<file path="src/rtl/dec_scan_n.sv">
// dec_scan_n: registered N-to-2^N one-hot decoder with active-low enable.
// Direct mode latches a select code and drives its one-hot output. With
// DEC_SCAN_N_SCAN_EN defined, scan mode steps the asserted output through every
// position and holds each one for DIV cycles. Without the macro, mode is ignored
// and wrap is tied to 0.
module dec_scan_n #(
    parameter int unsigned N    = 4,
    parameter int unsigned OUTS = 2 ** N,
    parameter int unsigned DIV  = 4
) (
    input  logic            clk,
    input  logic            rst_n,
    input  logic            Enable,
    input  logic            mode,
    input  logic            load,
    input  logic [N-1:0]    W,
    output logic [0:OUTS-1] Y,
    output logic [N-1:0]    idx,
    output logic            valid,
    output logic            wrap
);

    typedef enum logic [1:0] {
        StIdle,
        StDirect,
        StScan
    } state_e;

    state_e          r_state, w_state_next;
    logic [N-1:0]    r_idx, w_idx_next;
    logic [0:OUTS-1] r_y, w_y_next;
    logic            r_valid, w_valid_next;
    logic            r_wrap, w_wrap_next;

`ifdef DEC_SCAN_N_SCAN_EN
    localparam int unsigned  CW     = (DIV > 1) ? $clog2(DIV) : 1;
    localparam logic [CW-1:0] CntMax = CW'(DIV - 1);
    localparam logic [N-1:0]  IdxMax = {N{1'b1}};

    logic [CW-1:0] r_cnt, w_cnt_next;

    // Next state from the sampled enable and mode.
    always_comb begin
        w_state_next = StIdle;
        if (!Enable) begin
            w_state_next = mode ? StScan : StDirect;
        end
    end

    // Index/dwell update. Only cycles spent in StScan advance the dwell, so a
    // pause never shortens or stretches the time an output is visible.
    always_comb begin
        w_idx_next  = r_idx;
        w_cnt_next  = r_cnt;
        w_wrap_next = 1'b0;
        case (r_state)
            StIdle: begin
                if (load) w_idx_next = W;
            end
            StDirect: begin
                w_cnt_next = '0;
                if (load) w_idx_next = W;
            end
            StScan: begin
                if (load) begin
                    w_idx_next = W;
                    w_cnt_next = '0;
                end else if (r_cnt == CntMax) begin
                    w_cnt_next  = '0;
                    w_idx_next  = r_idx + 1'b1;
                    w_wrap_next = (r_idx == IdxMax);
                end else begin
                    w_cnt_next = r_cnt + 1'b1;
                end
            end
            default: ;
        endcase
    end

    // Dwell counter register.
    always_ff @(posedge clk or negedge rst_n) begin
        if (!rst_n) r_cnt <= '0;
        else        r_cnt <= w_cnt_next;
    end
`else
    logic w_unused_mode;
    assign w_unused_mode = mode;

    // Next state: mode is ignored, any enabled cycle is direct.
    always_comb begin
        w_state_next = Enable ? StIdle : StDirect;
    end

    // Index update: load is honoured whether or not the decoder is enabled.
    always_comb begin
        w_idx_next  = load ? W : r_idx;
        w_wrap_next = 1'b0;
    end
`endif

    // Output decode from next-state values, so Y lines up with idx and state.
    always_comb begin
        w_y_next     = '0;
        w_valid_next = (w_state_next != StIdle);
        if (w_valid_next) w_y_next[w_idx_next] = 1'b1;
    end

    // State, index and output registers.
    always_ff @(posedge clk or negedge rst_n) begin
        if (!rst_n) begin
            r_state <= StIdle;
            r_idx   <= '0;
            r_y     <= '0;
            r_valid <= 1'b0;
            r_wrap  <= 1'b0;
        end else begin
            r_state <= w_state_next;
            r_idx   <= w_idx_next;
            r_y     <= w_y_next;
            r_valid <= w_valid_next;
            r_wrap  <= w_wrap_next;
        end
    end

    assign Y     = r_y;
    assign idx   = r_idx;
    assign valid = r_valid;
    assign wrap  = r_wrap;

endmodule
</file>
<file path="config.mk">
export PLATFORM = sky130hd
export DESIGN_NAME = dec_scan_n
export DESIGN_NICKNAME = d
export VERILOG_FILES = /design/src/rtl/dec_scan_n.sv
export SDC_FILE = /design/constraint.sdc
export NUM_CORES = 1
export LEC_CHECK = 0
export CAP_MARGIN = 20
export CORE_MARGIN = 2
export CORE_UTILIZATION = 25
export DETAILED_ROUTE_END_ITERATION = 12
export GPL_ROUTABILITY_DRIVEN = 0
export PLACE_DENSITY = 0.61
export RECOVER_POWER = 50
export SLEW_MARGIN = 20
export SYNTH_ARGS = -nofsm -noshare
export SYNTH_HDL_FRONTEND = slang
export SYNTH_SLANG_ARGS = --single-unit
</file>
<file path="constraint.sdc">
create_clock -name clk -period 1.4 [get_ports clk]
set_input_delay 0.28 -clock clk [delete_from_list [all_inputs] [get_ports clk]]
set_output_delay 0.28 -clock clk [all_outputs]
set_load 0.005 [all_outputs]
</file>
; ---- Word level (Yosys, flattened, before mapping)
; Index checks and enable logic that the tools add are counted.
[totals]
word_cells = 13
out_inout_bits = 22
register_bits = 21
in_bits = 9
[classes]
muxes = 5
n_bitwise = 1
reduce_logical = 2
order_cmp = 2
[op_table]
columns = op, n
row1 = 16-bit 2-to-1 mux, 1
row2 = "5-bit >= comparator, second input constant", 1
row3 = "5-bit by 1-bit < comparator with 1-bit output, second input constant", 1
row4 = 4-bit inverter with 5-bit output, 1
row5 = 1-bit demux with 4-bit select, 1
row6 = 4-bit 2-to-1 mux, 1
row7 = 1-bit 2-to-1 mux, 2
row8 = 2-bit nonzero test, 1
row9 = 1-bit logical AND, 1

; ---- Logic depth before layout (Yosys ltp)
; Gate-level depths: netlist of run 1.
[depth]
word_depth = 7
ltp_mapped = 3

; ---- Worst setup path before layout of run 1
; Ideal clock, no wire load.
[synth_timing]
path_kind = reg2reg
from = reg r_idx[2] (netlist: idx[2])
to = reg r_y (netlist bit Y[10])
setup_time_ps = 87
n_path_buf = 0
path_stages_with_launch = 3
t_arrival_ps = 1117
synth_period_minus_slack_ps = 1204
path_slack_ps = 196
cell_sequence = dfrtp_1 or4b_4 a22oi_1
[synth_between]
elab_chain_cells = 7
word_cells_on_any_way = 8
[synth_lines]
columns = item, line
row1 = start: declaration, 30  ; logic [N-1:0] r_idx, w_idx_next;
row2 = start signal: assignment, 118  ; r_idx <= w_idx_next;
row3 = 4-bit 2-to-1 mux (*), 96  ; w_idx_next = load ? W : r_idx;
row4 = 4-bit inverter with 5-bit output (not written as such) (*), 105  ; if (w_valid_next) w_y_next[w_idx_next] = 1'b1;
row5 = 5-bit >= comparator (not written as such) or 5-bit by 1-bit < comparator with 1-bit output (tied branches), 105
row6 = 1-bit logical AND (not written as such), 105
row7 = 1-bit 2-to-1 mux (not written as such), 105
row8 = 1-bit demux with 4-bit select (*), 105
row9 = 16-bit 2-to-1 mux (*), 105
row10 = "net w_y_next, one bit", 31  ; logic [0:OUTS-1] r_y, w_y_next;
row11 = end signal: assignment, 119  ; r_y <= w_y_next;
row12 = end: declaration, 31
; Mark *: on every way through the listed nets, which the timed path passes. The rest lies on a longest branch.

; ---- Worst setup path in the final report of run 1
[layout_timing]
from = in load
to = reg r_y (netlist bit Y[8])
[layout_between]
elab_chain_cells = 7
word_cells_on_any_way = 8
[layout_lines]
columns = item, line
row1 = start: declaration, 15  ; input logic load,
row2 = 4-bit 2-to-1 mux (*), 96
row3 = 4-bit inverter with 5-bit output (not written as such) (*), 105
row4 = 5-bit >= comparator (not written as such) or 5-bit by 1-bit < comparator with 1-bit output (tied branches), 105
row5 = 1-bit logical AND (not written as such), 105
row6 = 1-bit 2-to-1 mux (not written as such), 105
row7 = 1-bit demux with 4-bit select (*), 105
row8 = 16-bit 2-to-1 mux (*), 105
row9 = "net w_y_next, one bit", 31
; Marked as above.

==> impl_metrics.json, run 1 <==
{
  "p_leak_uw": 0.0006390,
  "end_kind": "flop",
  "first_global_vias": 683,
  "cts.clk_slew.worst_paths_ns": 0.11,
  "final_util_pct": 39.52,
  "period_share_pct": 99.65,
  "reg2reg_depth": 3,
  "cts_sinks": 21,
  "synth_warnings": 0,
  "portBuffers": 28,
  "mostFrequentLayoutCell": "dlygate4sd2_1",
  "grt_use_total_pct": 10.19,
  "first_pass_iters": 4,
  "rsz0062_at_grt": "true",
  "syn-cell-area_um2": 873.3,
  "clockBufferDepth": 2,
  "drive_gt1_share_pct": 33.66,
  "die-area_um2": 3982,
  "crit_end": "Y[8]",
  "ctsHoldBuffers": 0,
  "stdcell_count": 147,
  "layout_min_cycle_time_ns": 1.395,
  "grt_max_degree": 22,
  "dieHeight_um": 63.11,
  "setup_viol": 0,
  "diodes": 0,
  "grt_pass1_wl_um": 3222,
  "via_per_inst": 4.571,
  "fp.dieW_um": 63.11,
  "cts_tree": "done",
  "wl_um": 1933,
  "place_inst": 138,
  "critPathMaxFanout": 16,
  "yosysUniqueCellTypes": 19,
  "synth-seq-area-share_pct": 60.17,
  "final_cell_mix": "dlygate4sd2_1, dfrtp_1, a22oi_2",
  "synthToLayoutAreaGrowth_pct": 51.00,
  "ir_drop_mv": 0.3059,
  "core_um2": 3337,
  "root_buffer": "clkbuf_4",
  "syn_avg_cell_area_um2": 14.09,
  "crit_type": "primary input to flop",
  "start_util_pct": 26.17,
  "wl_per_cell_um": 13.15,
  "run_status": "finished clean",
  "hold_violations": 0,
  "crit_arrival_ns": 1.63,
  "overflow": 0,
  "p_per_area_nw_per_um2": 854.7,
  "r2r_start": "idx[2]",
  "ys_seq_elements": 21,
  "drv_slew": 0,
  "critPathLaunch": "load",
  "fmax_mhz": 716.8,
  "antenna_found_initial": 0,
  "rows": 21,
  "clock_latency_ns": 0.30,
  "reg2reg_to": "Y[8]",
  "setup.worst_path.start_class": "primary input",
  "detail-route-antenna-nets": 0,
  "cap_violations": 0,
  "drtIter0Drc": 10,
  "fin_worst_skew_ns": 0.002679,
  "critPathRequiredTime_ns": 1.63,
  "ff2ff_setup_slack_ns": 0.02,
  "numCtsBuffers": 3,
  "hold_class": "primary input to flop",
  "drc": 0,
  "ioPinCount": 31,
  "vias": 672,
  "synth_cells": 62,
  "dp_hpwl_um": 1451,
  "cts.htree.levels": 1,
  "num-nets-final": 111,
  "tns_ns": 0,
  "syn_nets": 71
}
==> synthesized netlist by cell type (all sizes together) <==
cell type / number / area (um^2)
or3: 1 / 6.260
a22oi: 16 / 120.1
nand4bb: 2 / 22.52
nand3b: 3 / 22.52
or4: 1 / 11.26
inv: 1 / 3.750
dfrtp: 21 / 525.5
buf: 3 / 23.77
or3b: 3 / 26.28
or4bb: 1 / 11.26
mux2: 4 / 45.04
nand4b: 1 / 8.760
conb: 1 / 3.750
nand3: 1 / 5.000
or4b: 3 / 37.54
==> per-stage QoR <==
step           area [um^2]  power (uW)  setup WS, ns  hold slack (ns)
5_1_grt               1319        1184      -0.02583           0.3713
3_3_place_gp          1225       831.7       -0.3411           0.5914
4_1_cts               1281        1128   -0.00001432           0.3250
6_report              1319        1127      0.004904           0.3415
2_1_floorplan        873.3       727.2        0.1958         -0.01559
3_5_place_dp          1225       835.1       -0.3491           0.5994
==> per-layer routing <==
metal	routed length [um]	track usage [%]	part of all wire, %	vias up
met4	22	3.333	1.1	0
met5	0	0	0	-
met2	906	16.62	47	35
met1	816	12.88	42	317
met3	187	3.036	9.7	3
li1	-	-	-	317
==> logic make-up after synthesis <==
logic type	count (synthesis)	synth area share (%)
DFF	21	60.17
AOI/OAI and AO/OA	16	13.75
and+or+nand+nor	16	17.34
muxes	4	5.157
buffers and inverters	4	3.151
other	1	0.4294
==> power breakdown <==
group | internal, uW | switching, uW | leakage (uW) | total [uW]
clock network | 107 | 184 | 0.0000177 | 291
logic | 104 | 92.9 | 0.000341 | 197
registers | 630 | 8.98 | 0.000280 | 639
==> flip-flops by register name, indices dropped and copies added, names as in the netlist <==
signal and flops:
valid 1, Y 16, idx 4
==> final cells by class <==
cell class	count	area, um^2
clock buffer	3	22.52
clock inverter	1	5.005
fill	338	2018
inverter	1	3.754
multi-input combinational	37	372.9
sequential	21	525.5
tap	46	57.56
timing repair buffer	38	331.6
==> critical path, stage by stage <==
cell	delay [ns]
clkdlybuf4s50_1	0.41
buf_6	0.15
or4b_4	0.58
a22oi_2	0.20
==> how the worst min path moves through the flow <==
stage,slack [ns],cells past startpoint,to,from
2_1_floorplan,-0.02,0,Y[0],rst_n
3_3_place_gp,0.59,1,idx[0],idx[0]
3_5_place_dp,0.60,1,idx[0],idx[0]
4_1_cts,0.33,2,Y[14],rst_n
5_1_grt,0.37,2,idx[3],W[3]
6_report,0.34,2,idx[3],W[3]
==> timing repair <==
action | 4_1_cts | 5_1_grt
pin swaps | 2 | 1
setup endpoints to repair | 27 | 12
resized for setup | 28 | 7
buffers inserted | 4 | 1
(Power assumes the default switching activity.)
==> inputs of run 2 (changes only) <==
--- a/config.mk
+++ b/config.mk
@@ -5,12 +5,13 @@
 export SDC_FILE = /design/constraint.sdc
 export NUM_CORES = 1
 export LEC_CHECK = 0
-export CAP_MARGIN = 20
+export CAP_MARGIN = 25
 export CORE_MARGIN = 2
 export CORE_UTILIZATION = 25
+export CTS_CLUSTER_DIAMETER = 120
 export DETAILED_ROUTE_END_ITERATION = 12
 export GPL_ROUTABILITY_DRIVEN = 0
-export PLACE_DENSITY = 0.61
+export PLACE_DENSITY_LB_ADDON = 0.15
 export RECOVER_POWER = 50
 export SLEW_MARGIN = 20
 export SYNTH_ARGS = -nofsm -noshare
==> impl_metrics.json, run 2 (synthesis results as in run 1) <==
{
  "rsz0062_at_grt": "true",
  "rows": 21,
  "slowest_stage": "or4bb_4",
  "critPathMaxFanout": 4,
  "overflow": 0,
  "layout_min_cycle_time_ns": 1.411,
  "drc": 0,
  "end_kind": "flop",
  "p_total_uw": 1127,
  "start_util_pct": 26.17,
  "dieHeight_um": 63.11,
  "grt_max_degree": 22,
  "p_comb_share_pct": 17.9,
  "slew_headroom_pct": 65.83,
  "vias": 669,
  "final_cell_mix": "dfrtp_1, dlygate4sd2_1, a22oi_1, buf_4",
  "core_um2": 3337,
  "drtIter0Drc": 9,
  "period_share_pct": 100.8,
  "via_per_inst": 4.460,
  "fmax_mhz": 708.5,
  "fin_worst_skew_ns": 0.007018,
  "p_leak_uw": 0.0006471,
  "p_per_area_nw_per_um2": 860.4,
  "fp.dieW_um": 63.11,
  "cts_sinks": 21,
  "path_cells": "clkdlybuf4s50_1 > or4bb_4 > a22oi_2",
  "grt_pass1_wl_um": 3325,
  "cts.clk_slew.worst_paths_ns": 0.11,
  "portBuffers": 28,
  "top_layer_used": "met4",
  "largest_reg_flops": 16,
  "setup.worst_path.start_class": "primary input",
  "first_pass_iters": 3,
  "wl_um": 1972,
  "p_sw_share_pct": 24.54,
  "root_buffer": "clkbuf_4",
  "crit_arrival_ns": 1.63,
  "clockBufferDepth": 2,
  "dr_wl_met2_um": 977,
  "final_util_pct": 39.26,
  "diodes": 0,
  "hold_slack_ns": 0.3907,
  "drive_gt1_share_pct": 29.81,
  "wl_met3_um": 71,
  "first_global_vias": 688,
  "violations": "setup timing",
  "grt_use_total_pct": 10.65,
  "clock_latency_ns": 0.30,
  "seq_power_share_pct": 56.6,
  "cts.htree.levels": 1,
  "run_status": "finished, violations left",
  "cts_tree": "done",
  "die-area_um2": 3982,
  "internal-power_uw": 850.5,
  "cap_violations": 0,
  "stdcell_count": 150,
  "netSwitchingPower_uw": 276.6,
  "ctsHoldBuffers": 0,
  "numCtsBuffers": 3,
  "drv_slew": 0,
  "ioPinCount": 31,
  "detail-route-antenna-nets": 0,
  "wl_per_cell_um": 13.15,
  "pwr-share-clk_pct": 25.5,
  "critPathRequiredTime_ns": 1.62,
  "setup_viol": 1,
  "hold_violations": 0,
  "mostFrequentLayoutCell": "dfrtp_1",
  "slowest_delay_ns": 0.60,
  "num-nets-final": 114,
  "ir_drop_mv": 0.3679,
  "antenna_found_initial": 0,
  "crit_type": "primary input to flop",
  "layout_setup_ws_ns": -0.01144,
  "place_inst": 141,
  "routedLengthMet1_um": 905,
  "n_fill_cell": 343,
  "hold_class": "primary input to flop",
  "tightest_slew_ns": 0.5125,
  "synthToLayoutAreaGrowth_pct": 50.00
}
[run 2: cell types whose count changed in the layout (fill, tap and decap cells not counted), moves of 2 or more]
cell / delta
clkbuf_1: +2
or3b_2: -2
dlygate4sd2_1: -2
buf_4: +4
a22oi_1: +5
or3b_4: +2
a22oi_2: -5
[run 2: layout make-up]
cell class	count	area, um^2	share of cell area, %
flip-flops and latches	21	525.5	40.11
multi-input cells	37	349.1	26.65
well taps	46	57.56	4.393
clock buffers	4	26.28	2.006
repair buffers	41	347.8	26.55
inverters	1	3.754	0.2865
[run 2: worst max-delay path, delay by kind of cell]
family / cells / cell delay (ns)
compound gates: 1 / 0.21
buf+inv: 1 / 0.54
simple gates: 1 / 0.60
[run 2: what timing repair did]
item	4_1_cts	5_1_grt
buffers inserted	4	1
gates resized for setup	23	9
setup endpoints to repair	26	14
gates cloned	0	0
pin swaps	1	3
[run 2: stage by stage]
step	area, um^2	setup TNS, ns	worst slack [ns]
3_3_place_gp	1247	-5.090	-0.3351
5_1_grt	1310	-0.07040	-0.02451
2_1_floorplan	873.3	0	0.1958
6_report	1310	-0.01144	-0.01144
3_5_place_dp	1247	-5.181	-0.3358
4_1_cts	1287	-0.04737	-0.01862
[run 2: power groups by stage]
stage	Sequential [uW]	Clock (uW)	Combinational (uW)
after global placement	662	0	182
after global routing	642	329	222
after detailed placement	661	0	181
after floorplan	662	0	65.5
after CTS	639	293	195
final	638	287	202
[run 2: final timing paths]
kind / start / end / slack, ns / cells after the start
worst max-delay path: W[3] / Y[10] / -0.01 / 3
worst min-delay path: Enable / valid / 0.39 / 3
worst max register to register: idx[3] / Y[7] / 0.03 / 3
worst min register to register: idx[0] / idx[0] / 0.64 / 2
max in group asynchronous: rst_n / Y[10] / 0.58 / 2
min in group asynchronous: rst_n / Y[8] / 0.47 / 2
[run 2: per-layer routing]
layer,GRT usage [%],vias up
met1,14.17,326
met2,17.29,17
met5,0,-
li1,-,324
met3,2.321,2
met4,3.333,0
==> inputs of run 3 (changes only) <==
--- a/config.mk
+++ b/config.mk
@@ -10,6 +10,7 @@
 export CORE_UTILIZATION = 25
 export CTS_CLUSTER_DIAMETER = 120
 export DETAILED_ROUTE_END_ITERATION = 12
+export DONT_BUFFER_PORTS = 1
 export GPL_ROUTABILITY_DRIVEN = 0
 export PLACE_DENSITY_LB_ADDON = 0.15
 export RECOVER_POWER = 50
==> impl_metrics.json, run 3 (synthesis results as in run 1) <==
{
  "wl_um": 1779,
  "ioPinCount": 31,
  "p_per_area_nw_per_um2": 1065,
  "vias": 556,
  "rsz0062_at_grt": "false",
  "clock_latency_ns": 0.30,
  "layout_min_cycle_time_ns": 1.311,
  "dieHeight_um": 63.11,
  "diodes": 0,
  "drtIter0Drc": 23,
  "fmax_mhz": 762.9,
  "end_kind": "flop",
  "grt_pass1_wl_um": 2725,
  "setup.worst_path.start_class": "flop",
  "numCtsBuffers": 3,
  "critPathMaxFanout": 6,
  "fp.dieW_um": 63.11,
  "first_global_vias": 542,
  "setup_viol": 0,
  "drc": 0,
  "num-nets-final": 78,
  "synthToLayoutAreaGrowth_pct": 11.46,
  "tightest_slew_ns": 0.5730,
  "drive_gt1_share_pct": 17.65,
  "core_um2": 3337,
  "ir_drop_mv": 0.2735,
  "fin_worst_skew_ns": 0.002826,
  "p_total_uw": 1037,
  "start_util_pct": 26.17,
  "rows": 21,
  "tns_ns": 0,
  "post_dp_cell_area_um2": 922.1,
  "clockBufferDepth": 2,
  "final_util_pct": 29.17,
  "root_buffer": "clkbuf_4",
  "critPathRequiredTime_ns": 1.62,
  "largest_reg_flops": 16,
  "cts.clk_slew.worst_paths_ns": 0.12,
  "place_inst": 107,
  "cts.htree.levels": 1,
  "crit_arrival_ns": 1.53,
  "stdcell_count": 114,
  "grt_use_total_pct": 9.143,
  "p_leak_uw": 0.0004146,
  "period_share_pct": 93.63,
  "final_cell_mix": "dfrtp_1, a22oi_1, mux2_2",
  "final_cell_area_um2": 973.4,
  "mostFrequentLayoutCell": "dfrtp_1",
  "crit_type": "flop to flop",
  "hold_class": "primary input to flop",
  "grt_max_degree": 22,
  "via_per_inst": 4.877,
  "post_cts.repair.setup_buffers": 0,
  "overflow": 0,
  "cts_sinks": 21,
  "die-area_um2": 3982,
  "cap_violations": 0,
  "cts_tree": "done",
  "hold_violations": 0,
  "drv_slew": 0,
  "run_status": "finished clean",
  "wl_per_cell_um": 15.61,
  "slew_headroom_pct": 61.74,
  "detail-route-antenna-nets": 0,
  "antenna_found_initial": 0,
  "portBuffers": 0,
  "first_pass_iters": 4,
  "dp_hpwl_um": 1340
}
-- run 3: timing repair --
item,4_1_cts,5_1_grt
hold endpoints to repair,21,1
hold buffers,1,1
resized for setup,0,0
-- run 3: layout make-up --
class                           count  area, um^2
Fill cell                         353        2364
Sequential cell                    21       525.5
Multi-Input combinational cell     37       320.3
Tap cell                           46       57.56
Timing Repair Buffer                5       40.04
Clock buffer                        4       26.28
Inverter                            1       3.754
-- run 3: path summary, 6_finish.rpt --
kind	start	endpoint	slack (ns)	depth (start not counted)
max	idx[1]	Y[1]	0.09	2
min	W[3]	idx[3]	0.11	1
max reg2reg	idx[1]	Y[1]	0.09	2
min reg2reg	idx[1]	idx[1]	0.64	1
max in group asynchronous	rst_n	valid	0.25	2
min in group asynchronous	rst_n	Y[1]	0.31	1
-- run 3: layer usage --
layer  wire length (um)  share of wire [%]  GRT usage [%]  vias to the layer above
met3                121                6.8          2.857                        2
met5                  0                  0              0                        -
met2                826                 46          14.49                       21
li1                   -                  -              -                      253
met1                807                 45          11.01                      280
met4                 23                1.3          5.000                        0
-- run 3: worst max-delay path, cell delays in order (launching register included) --
cell and delay, ns:
dfrtp_1 0.45, or3b_2 0.54, a22oi_1 0.23
-- run 3: per-stage QoR --
step / setup slack, ns / hold slack, ns
3_5_place_dp: 0.1256 / -0.01488
4_1_cts: 0.09740 / 0.007976
6_report: 0.08922 / 0.1143
5_1_grt: 0.01338 / 0.09491
2_1_floorplan: 0.1958 / -0.01559
3_3_place_gp: 0.1289 / -0.01501
-- run 3: power by group --
| group | internal [uW] | total (uW) | switching [uW] | leakage, uW |
|---|---|---|---|---|
| registers | 631 | 651 | 20.5 | 0.000280 |
| clock network | 111 | 295 | 184 | 0.0000150 |
| logic | 43.9 | 90.7 | 46.8 | 0.000119 |
| total | 786 | 1040 | 251 | 0.000415 |
